File: config.mk
export PLATFORM = sky130hd
export DESIGN_NAME = phototape_start_flat
export DESIGN_NICKNAME = d
export VERILOG_FILES = /design/src/rtl/phototape_start_if.sv /design/src/rtl/phototape_start.sv /design/src/flat_wrapper.sv
export SDC_FILE = /design/constraint.sdc
export NUM_CORES = 1
export LEC_CHECK = 0
export BUFFER_PORTS_ARGS = -buffer_cell sky130_fd_sc_hd__buf_2
export CAP_MARGIN = 0
export CELL_PAD_IN_SITES_DETAIL_PLACEMENT = 0
export CELL_PAD_IN_SITES_GLOBAL_PLACEMENT = 1
export CORE_MARGIN = 5
export CORE_UTILIZATION = 41
export CTS_BUF_LIST = sky130_fd_sc_hd__clkbuf_8
export CTS_CLUSTER_DIAMETER = 30
export CTS_CLUSTER_SIZE = 10
export DETAILED_ROUTE_END_ITERATION = 8
export PLACE_DENSITY = 0.87
export SLEW_MARGIN = 20
export SYNTH_ARGS = -nofsm -noshare
export SYNTH_HDL_FRONTEND = slang
export SYNTH_SLANG_ARGS = --single-unit
export TNS_END_PERCENT = 20
File: constraint.sdc
create_clock -name CLOCK -period 2.6 [get_ports CLOCK]
set_input_delay 0 -clock CLOCK [delete_from_list [all_inputs] [get_ports CLOCK]]
set_output_delay 0 -clock CLOCK [all_outputs]
set_load 0.1 [all_outputs]
File: src/rtl/phototape_start_if.sv
// Tape reader handshake and forwarded-character bus of the phototape start block.
// master: tape reader / downstream consumer side; slave: phototape_start.
interface phototape_start_if;
  logic       TAPE_VALID;
  logic [4:0] TAPE_CHAR;
  logic       TAPE_READY;
  logic       DATA_VALID;
  logic [4:0] DATA_CHAR;
  logic       DATA_TO_NT;

  modport master (
    output TAPE_VALID, TAPE_CHAR,
    input  TAPE_READY, DATA_VALID, DATA_CHAR, DATA_TO_NT
  );

  modport slave (
    input  TAPE_VALID, TAPE_CHAR,
    output TAPE_READY, DATA_VALID, DATA_CHAR, DATA_TO_NT
  );
endinterface

File: src/rtl/phototape_start.sv
// Auto tape start: spins up the reader, forwards one tape block up to the stop code, then brakes.
// Optional read timeout to a latched FAULT state is enabled by defining G15_TAPE_TIMEOUT_EN.
module phototape_start #(
  parameter int         SPINUP_MS  = 50,
  parameter int         BRAKE_MS   = 25,
  parameter int         TIMEOUT_MS = 2000,
  parameter logic [4:0] STOP_CODE  = 5'b00010
) (
  input  logic                CLOCK,
  input  logic                rst,
  input  logic                tick_ms,
  input  logic                PWR_AUTO_TAPE_START,
  input  logic                PWR_NT,
  phototape_start_if.slave    bus,
  output logic                MOTOR_ON,
  output logic                WAIT_FOR_TAPE,
  output logic                LITE_TAPE_FAULT
);

  localparam logic [15:0] SPINUP_LIM  = 16'(SPINUP_MS);
  localparam logic [15:0] BRAKE_LIM   = 16'(BRAKE_MS);
  localparam logic [15:0] TIMEOUT_LIM = 16'(TIMEOUT_MS);

  typedef enum logic [2:0] {
    S_IDLE, S_SPINUP, S_READ, S_BRAKE, S_FAULT
  } state_e;

  typedef struct packed {
    logic motor;
    logic wait_tape;
    logic ready;
    logic fault;
  } ctl_t;

  // Output pattern of each state, loaded together with the state so outputs come straight from flops.
  function automatic ctl_t ctl_of(state_e s);
    ctl_t c;
    c           = '0;
    c.motor     = (s == S_SPINUP) || (s == S_READ);
    c.wait_tape = (s != S_IDLE);
    c.ready     = (s == S_READ);
    c.fault     = (s == S_FAULT);
    return c;
  endfunction

  state_e      state;
  ctl_t        ctl;
  logic [15:0] cnt;
  logic [15:0] cnt_inc;
  logic        pwr_prev;
  logic        nt_flag;
  logic        data_valid;
  logic [4:0]  data_char;
  logic        start_edge;
  logic        transfer;

  assign cnt_inc    = (cnt == 16'hFFFF) ? cnt : cnt + 16'd1;
  assign start_edge = PWR_AUTO_TAPE_START && !pwr_prev;
  assign transfer   = bus.TAPE_VALID && ctl.ready;

  always_ff @(posedge CLOCK) begin
    // NOTE: the edge register also loads during rst, so a level held high through reset is never an edge.
    pwr_prev <= PWR_AUTO_TAPE_START;
    if (rst) begin
      state      <= S_IDLE;
      ctl        <= '0;
      cnt        <= '0;
      nt_flag    <= 1'b0;
      data_valid <= 1'b0;
      data_char  <= '0;
    end else begin
      data_valid <= 1'b0;
      case (state)
        S_IDLE: begin
          if (start_edge) begin
            state   <= S_SPINUP;
            ctl     <= ctl_of(S_SPINUP);
            cnt     <= '0;
            nt_flag <= PWR_NT;
          end
        end
        S_SPINUP: begin
          if (tick_ms) begin
            if (cnt_inc >= SPINUP_LIM) begin
              state <= S_READ;
              ctl   <= ctl_of(S_READ);
              cnt   <= '0;
            end else begin
              cnt <= cnt_inc;
            end
          end
        end
        S_READ: begin
          // A transfer restarts the inter-character timer even when a tick lands in the same cycle.
          if (transfer) begin
            cnt <= '0;
            if (bus.TAPE_CHAR == STOP_CODE) begin
              state <= S_BRAKE;
              ctl   <= ctl_of(S_BRAKE);
            end else begin
              data_valid <= 1'b1;
              data_char  <= bus.TAPE_CHAR;
            end
          end else if (tick_ms) begin
`ifdef G15_TAPE_TIMEOUT_EN
            if (cnt_inc >= TIMEOUT_LIM) begin
              state <= S_FAULT;
              ctl   <= ctl_of(S_FAULT);
            end
`endif
            cnt <= cnt_inc;
          end
        end
        S_BRAKE: begin
          if (tick_ms) begin
            if (cnt_inc >= BRAKE_LIM) begin
              state <= S_IDLE;
              ctl   <= ctl_of(S_IDLE);
              cnt   <= '0;
            end else begin
              cnt <= cnt_inc;
            end
          end
        end
        S_FAULT: begin
          if (tick_ms) cnt <= cnt_inc;
        end
        default: begin
          state <= S_IDLE;
          ctl   <= '0;
        end
      endcase
    end
  end

  assign bus.TAPE_READY = ctl.ready;
  assign bus.DATA_VALID = data_valid;
  assign bus.DATA_CHAR  = data_char;
  assign bus.DATA_TO_NT = nt_flag;
  assign MOTOR_ON       = ctl.motor;
  assign WAIT_FOR_TAPE  = ctl.wait_tape;

`ifdef G15_TAPE_TIMEOUT_EN
  assign LITE_TAPE_FAULT = ctl.fault;
`else
  logic unused_cfg;
  assign LITE_TAPE_FAULT = 1'b0;
  assign unused_cfg      = ctl.fault ^ (^TIMEOUT_LIM);
`endif

endmodule

File: src/flat_wrapper.sv
// flat-port wrapper written by rule: the top's interface ports become plain ports
module phototape_start_flat 
#(
  parameter int         SPINUP_MS  = 50,
  parameter int         BRAKE_MS   = 25,
  parameter int         TIMEOUT_MS = 2000,
  parameter logic [4:0] STOP_CODE  = 5'b00010
)
  (CLOCK, rst, tick_ms, PWR_AUTO_TAPE_START, PWR_NT, MOTOR_ON, WAIT_FOR_TAPE, LITE_TAPE_FAULT, bus_TAPE_VALID, bus_TAPE_CHAR, bus_TAPE_READY, bus_DATA_VALID, bus_DATA_CHAR, bus_DATA_TO_NT);
  phototape_start_if bus_i ();
  input  logic CLOCK;
  input  logic rst;
  input  logic tick_ms;
  input  logic PWR_AUTO_TAPE_START;
  input  logic PWR_NT;
  output logic MOTOR_ON;
  output logic WAIT_FOR_TAPE;
  output logic LITE_TAPE_FAULT;
  input wire logic [$bits(bus_i.TAPE_VALID)-1:0] bus_TAPE_VALID;
  input wire logic [$bits(bus_i.TAPE_CHAR)-1:0] bus_TAPE_CHAR;
  output wire logic [$bits(bus_i.TAPE_READY)-1:0] bus_TAPE_READY;
  output wire logic [$bits(bus_i.DATA_VALID)-1:0] bus_DATA_VALID;
  output wire logic [$bits(bus_i.DATA_CHAR)-1:0] bus_DATA_CHAR;
  output wire logic [$bits(bus_i.DATA_TO_NT)-1:0] bus_DATA_TO_NT;
  assign bus_i.TAPE_VALID = bus_TAPE_VALID;
  assign bus_i.TAPE_CHAR = bus_TAPE_CHAR;
  assign bus_TAPE_READY = bus_i.TAPE_READY;
  assign bus_DATA_VALID = bus_i.DATA_VALID;
  assign bus_DATA_CHAR = bus_i.DATA_CHAR;
  assign bus_DATA_TO_NT = bus_i.DATA_TO_NT;
  phototape_start #(.SPINUP_MS(SPINUP_MS), .BRAKE_MS(BRAKE_MS), .TIMEOUT_MS(TIMEOUT_MS), .STOP_CODE(STOP_CODE)) u_core (.CLOCK(CLOCK), .rst(rst), .tick_ms(tick_ms), .PWR_AUTO_TAPE_START(PWR_AUTO_TAPE_START), .PWR_NT(PWR_NT), .bus(bus_i), .MOTOR_ON(MOTOR_ON), .WAIT_FOR_TAPE(WAIT_FOR_TAPE), .LITE_TAPE_FAULT(LITE_TAPE_FAULT));
endmodule
==> impl_metrics.yaml <==
critical_path:
  arrival_ns: 2.73
  critical_path.max_stage_delay_ns: 0.46
  critPathMaxFanout: 11
  cp.buffers_inverters: 1
  reg2reg_from: "u_core.cnt[1]$_SDFFE_PP0P_"
  critPathSlowestCell: "nor4_4"
  startpoint: "u_core.cnt[1]$_SDFFE_PP0P_"
  worstSetupPathType: "reg -> reg"
  worstSetupStartpointType: "register"
  cpMostUsedCell: "a211oi_2"
  cp-end-kind: "register"
  crit_family: "compound AO/OA/AOI/OAI gates"
  worstPathRequired_ns: 2.79
  path_cells: "ha_2, nand3_4, nor4_4, or3_1, o2111ai_2, a211oi_2, buf_6, o221ai_1, a211oi_2"
grt:
  grt_usage: 0.182
  grt_pass1_vias: 1916
  antenna_found_initial: 0
  grt_pass1_wl_mm: 9.26
  overflow: 0
  grt_max_degree: 34
placement:
  gp_congestion: 0.917
  hpwl_mm: 3.89
  place_inst: 331
  postPlaceCellArea_um2: 2250
  numPortBuffers: 20
logic_synthesis:
  ys_seq_elements: 29
  yosysSeqAreaShare: 0.284
  async_reset_ff_frac: 0
  synth_top_cell_area_share: 0.284
  ys_top_cells_by_area: "dfxtp_1, a21oi_1, mux2i_1"
  synthCells: 249
  yosysWarningCount: 0
  synth_cell_types: 60
  avgSynthCellArea_um2: 8.21
  synthFlopType: "dfxtp_1"
  syn_area_um2: 2040
  syn-num-nets: 266
  synth_top_area_cell: "dfxtp_1"
  synth_edf_count: 0
sta:
  hold_violations: 0
  tns_ns: 0
  fin_crit_ns: 2.53
  skew_ns: 0.00654
  slew_headroom: 0.545
  setup_viol: 0
  fmax_mhz: 395
  worst_pin_slew_ns: 0.682
  hold_slack_ns: 0.196
  final_max_slew_viol_count: 0
  post-route-period-util: 0.974
clock_tree:
  cts_htree_levels: 2
  cts_tree: "yes"
  cts.sinks: 29
  cts-root-buf: "clkbuf_8"
  path_clk_slew_ns: 0.06
  clk_latency_ns: 0.29
  clk_path_buf_depth: 2
  numCtsBuffers: 5
floorplan:
  ios: 22
  std_cell_rows: 25
  initial_core_util: 0.427
  core_um2: 4790
  die_w_um: 80.6
  fp.dieH_um: 80.6
  dieArea_um2: 6500
pwr:
  ir_worst_vdd_mv: 0.606
  power_density_nw_per_um2: 707
  total_power_mw: 1.78
  p_leak_nw: 0.972
run_status:
  status: "finished, final reports clean"
routing:
  num_vias: 2088
  postRouteAntennaNets: 0
  wl_mm: 5.70
  wire_per_inst_um: 16.3
  firstDrtPassIters: 4
  viasPerCell: 5.97
  drtIter0Drc: 179
  drc: 0
hold_path:
  holdCritPathClass: "in -> reg"
  min_from: "bus_TAPE_VALID"
layout:
  diodes: 0
  multi_input_area_um2: 1380
  seqCellArea_um2: 589
  drive_above_1_share: 0.293
  nets: 299
  fill_cells: 421
  instances_no_fill: 350
  area_growth_pct: 23.0
  final_cell_mix: "dfxtp_1, buf_2, buf_4, nor2_1, a21oi_1"
  final_common_cell: "dfxtp_1"
  fin_area_um2: 2510
job:
  max-cap-violations: 0
timing repair:
item,in CTS,in global routing
setup buffers,0,4
hold buffers,7,0
pin swaps,0,10
setup endpoints to repair,4,9
gates resized for setup,1,19
hold endpoints to repair,7,0
through the flow:
step	utilization	setup WS, ns
after global routing	0.525	-0.0212
after CTS	0.506	-0.00356
final	0.525	0.0669
after detailed placement	0.470	0.000791
after floorplan	-	0.0292
after global placement	0.470	0.0373
sequential cells by signal, indices dropped and copies added (netlist names):
register               flops
u_core.bus.TAPE_READY      1
u_core.MOTOR_ON            1
u_core.bus.DATA_CHAR       5
u_core.bus.DATA_VALID      1
u_core.bus.DATA_TO_NT      1
u_core.WAIT_FOR_TAPE       1
u_core.pwr_prev            1
u_core.cnt                16
u_core.state               2
synth_stat cells, types with 8 or more instances:
| cell | n |
|---|---|
| nand2_1 | 16 |
| dfxtp_1 | 29 |
| nor2_1 | 18 |
| nand3_1 | 9 |
| a21oi_1 | 17 |
| mux2i_1 | 8 |
| clkbuf_1 | 12 |
| o21ai_0 | 10 |
| nor3_1 | 9 |
final cells by class:
class | instances | area share
clock inverter | 1 | 0.00199
sequential | 29 | 0.234
timing repair buffer | 49 | 0.136
inverter | 5 | 0.00746
tap | 67 | 0.0333
multi-input combinational | 192 | 0.548
clock buffer | 7 | 0.0383
cell families after synthesis:
group / share of synthesized area
flip-flops: 0.284
buffers and inverters: 0.0679
other: 0.00183
multiplexers: 0.0392
XOR/XNOR: 0.0171
adder cells (fa/ha/maj): 0.0367
AND/OR/NAND/NOR: 0.291
AO/OA/AOI/OAI: 0.263
worst paths after layout:
check                                          end  slack, ns  depth (start not counted)
setup / recovery        u_core.cnt[2]$_SDFFE_PP0P_       0.07                          9
hold / removal    u_core.bus.DATA_VALID$_SDFF_PP0_       0.20                          4
setup reg to reg        u_core.cnt[2]$_SDFFE_PP0P_       0.07                          9
hold reg to reg       u_core.MOTOR_ON$_SDFFE_PP0P_       0.49                          2
routing by layer:
| layer | vias up | wire length [um] | global-route usage | part of all wire |
|---|---|---|---|---|
| li1 | 1014 | - | - | - |
| met1 | 995 | 2560 | 0.238 | 0.45 |
| met2 | 70 | 2680 | 0.297 | 0.47 |
| met3 | 9 | 372 | 0.0415 | 0.065 |
| met4 | 0 | 85 | 0.0541 | 0.015 |
| met5 | - | 0 | 0 | 0 |
power breakdown:
part / switching (mW) / internal, mW
logic: 0.578 / 0.276
clock network: 0.183 / 0.239
registers: 0.0217 / 0.480
total: 0.783 / 0.995
tightest hold or removal path: stages:
cell and delay [ns]:
buf_2 0.09, nand2_1 0.08, or2_2 0.21, nor2_1 0.05
Note: power is estimated with default switching activity, not from simulation.
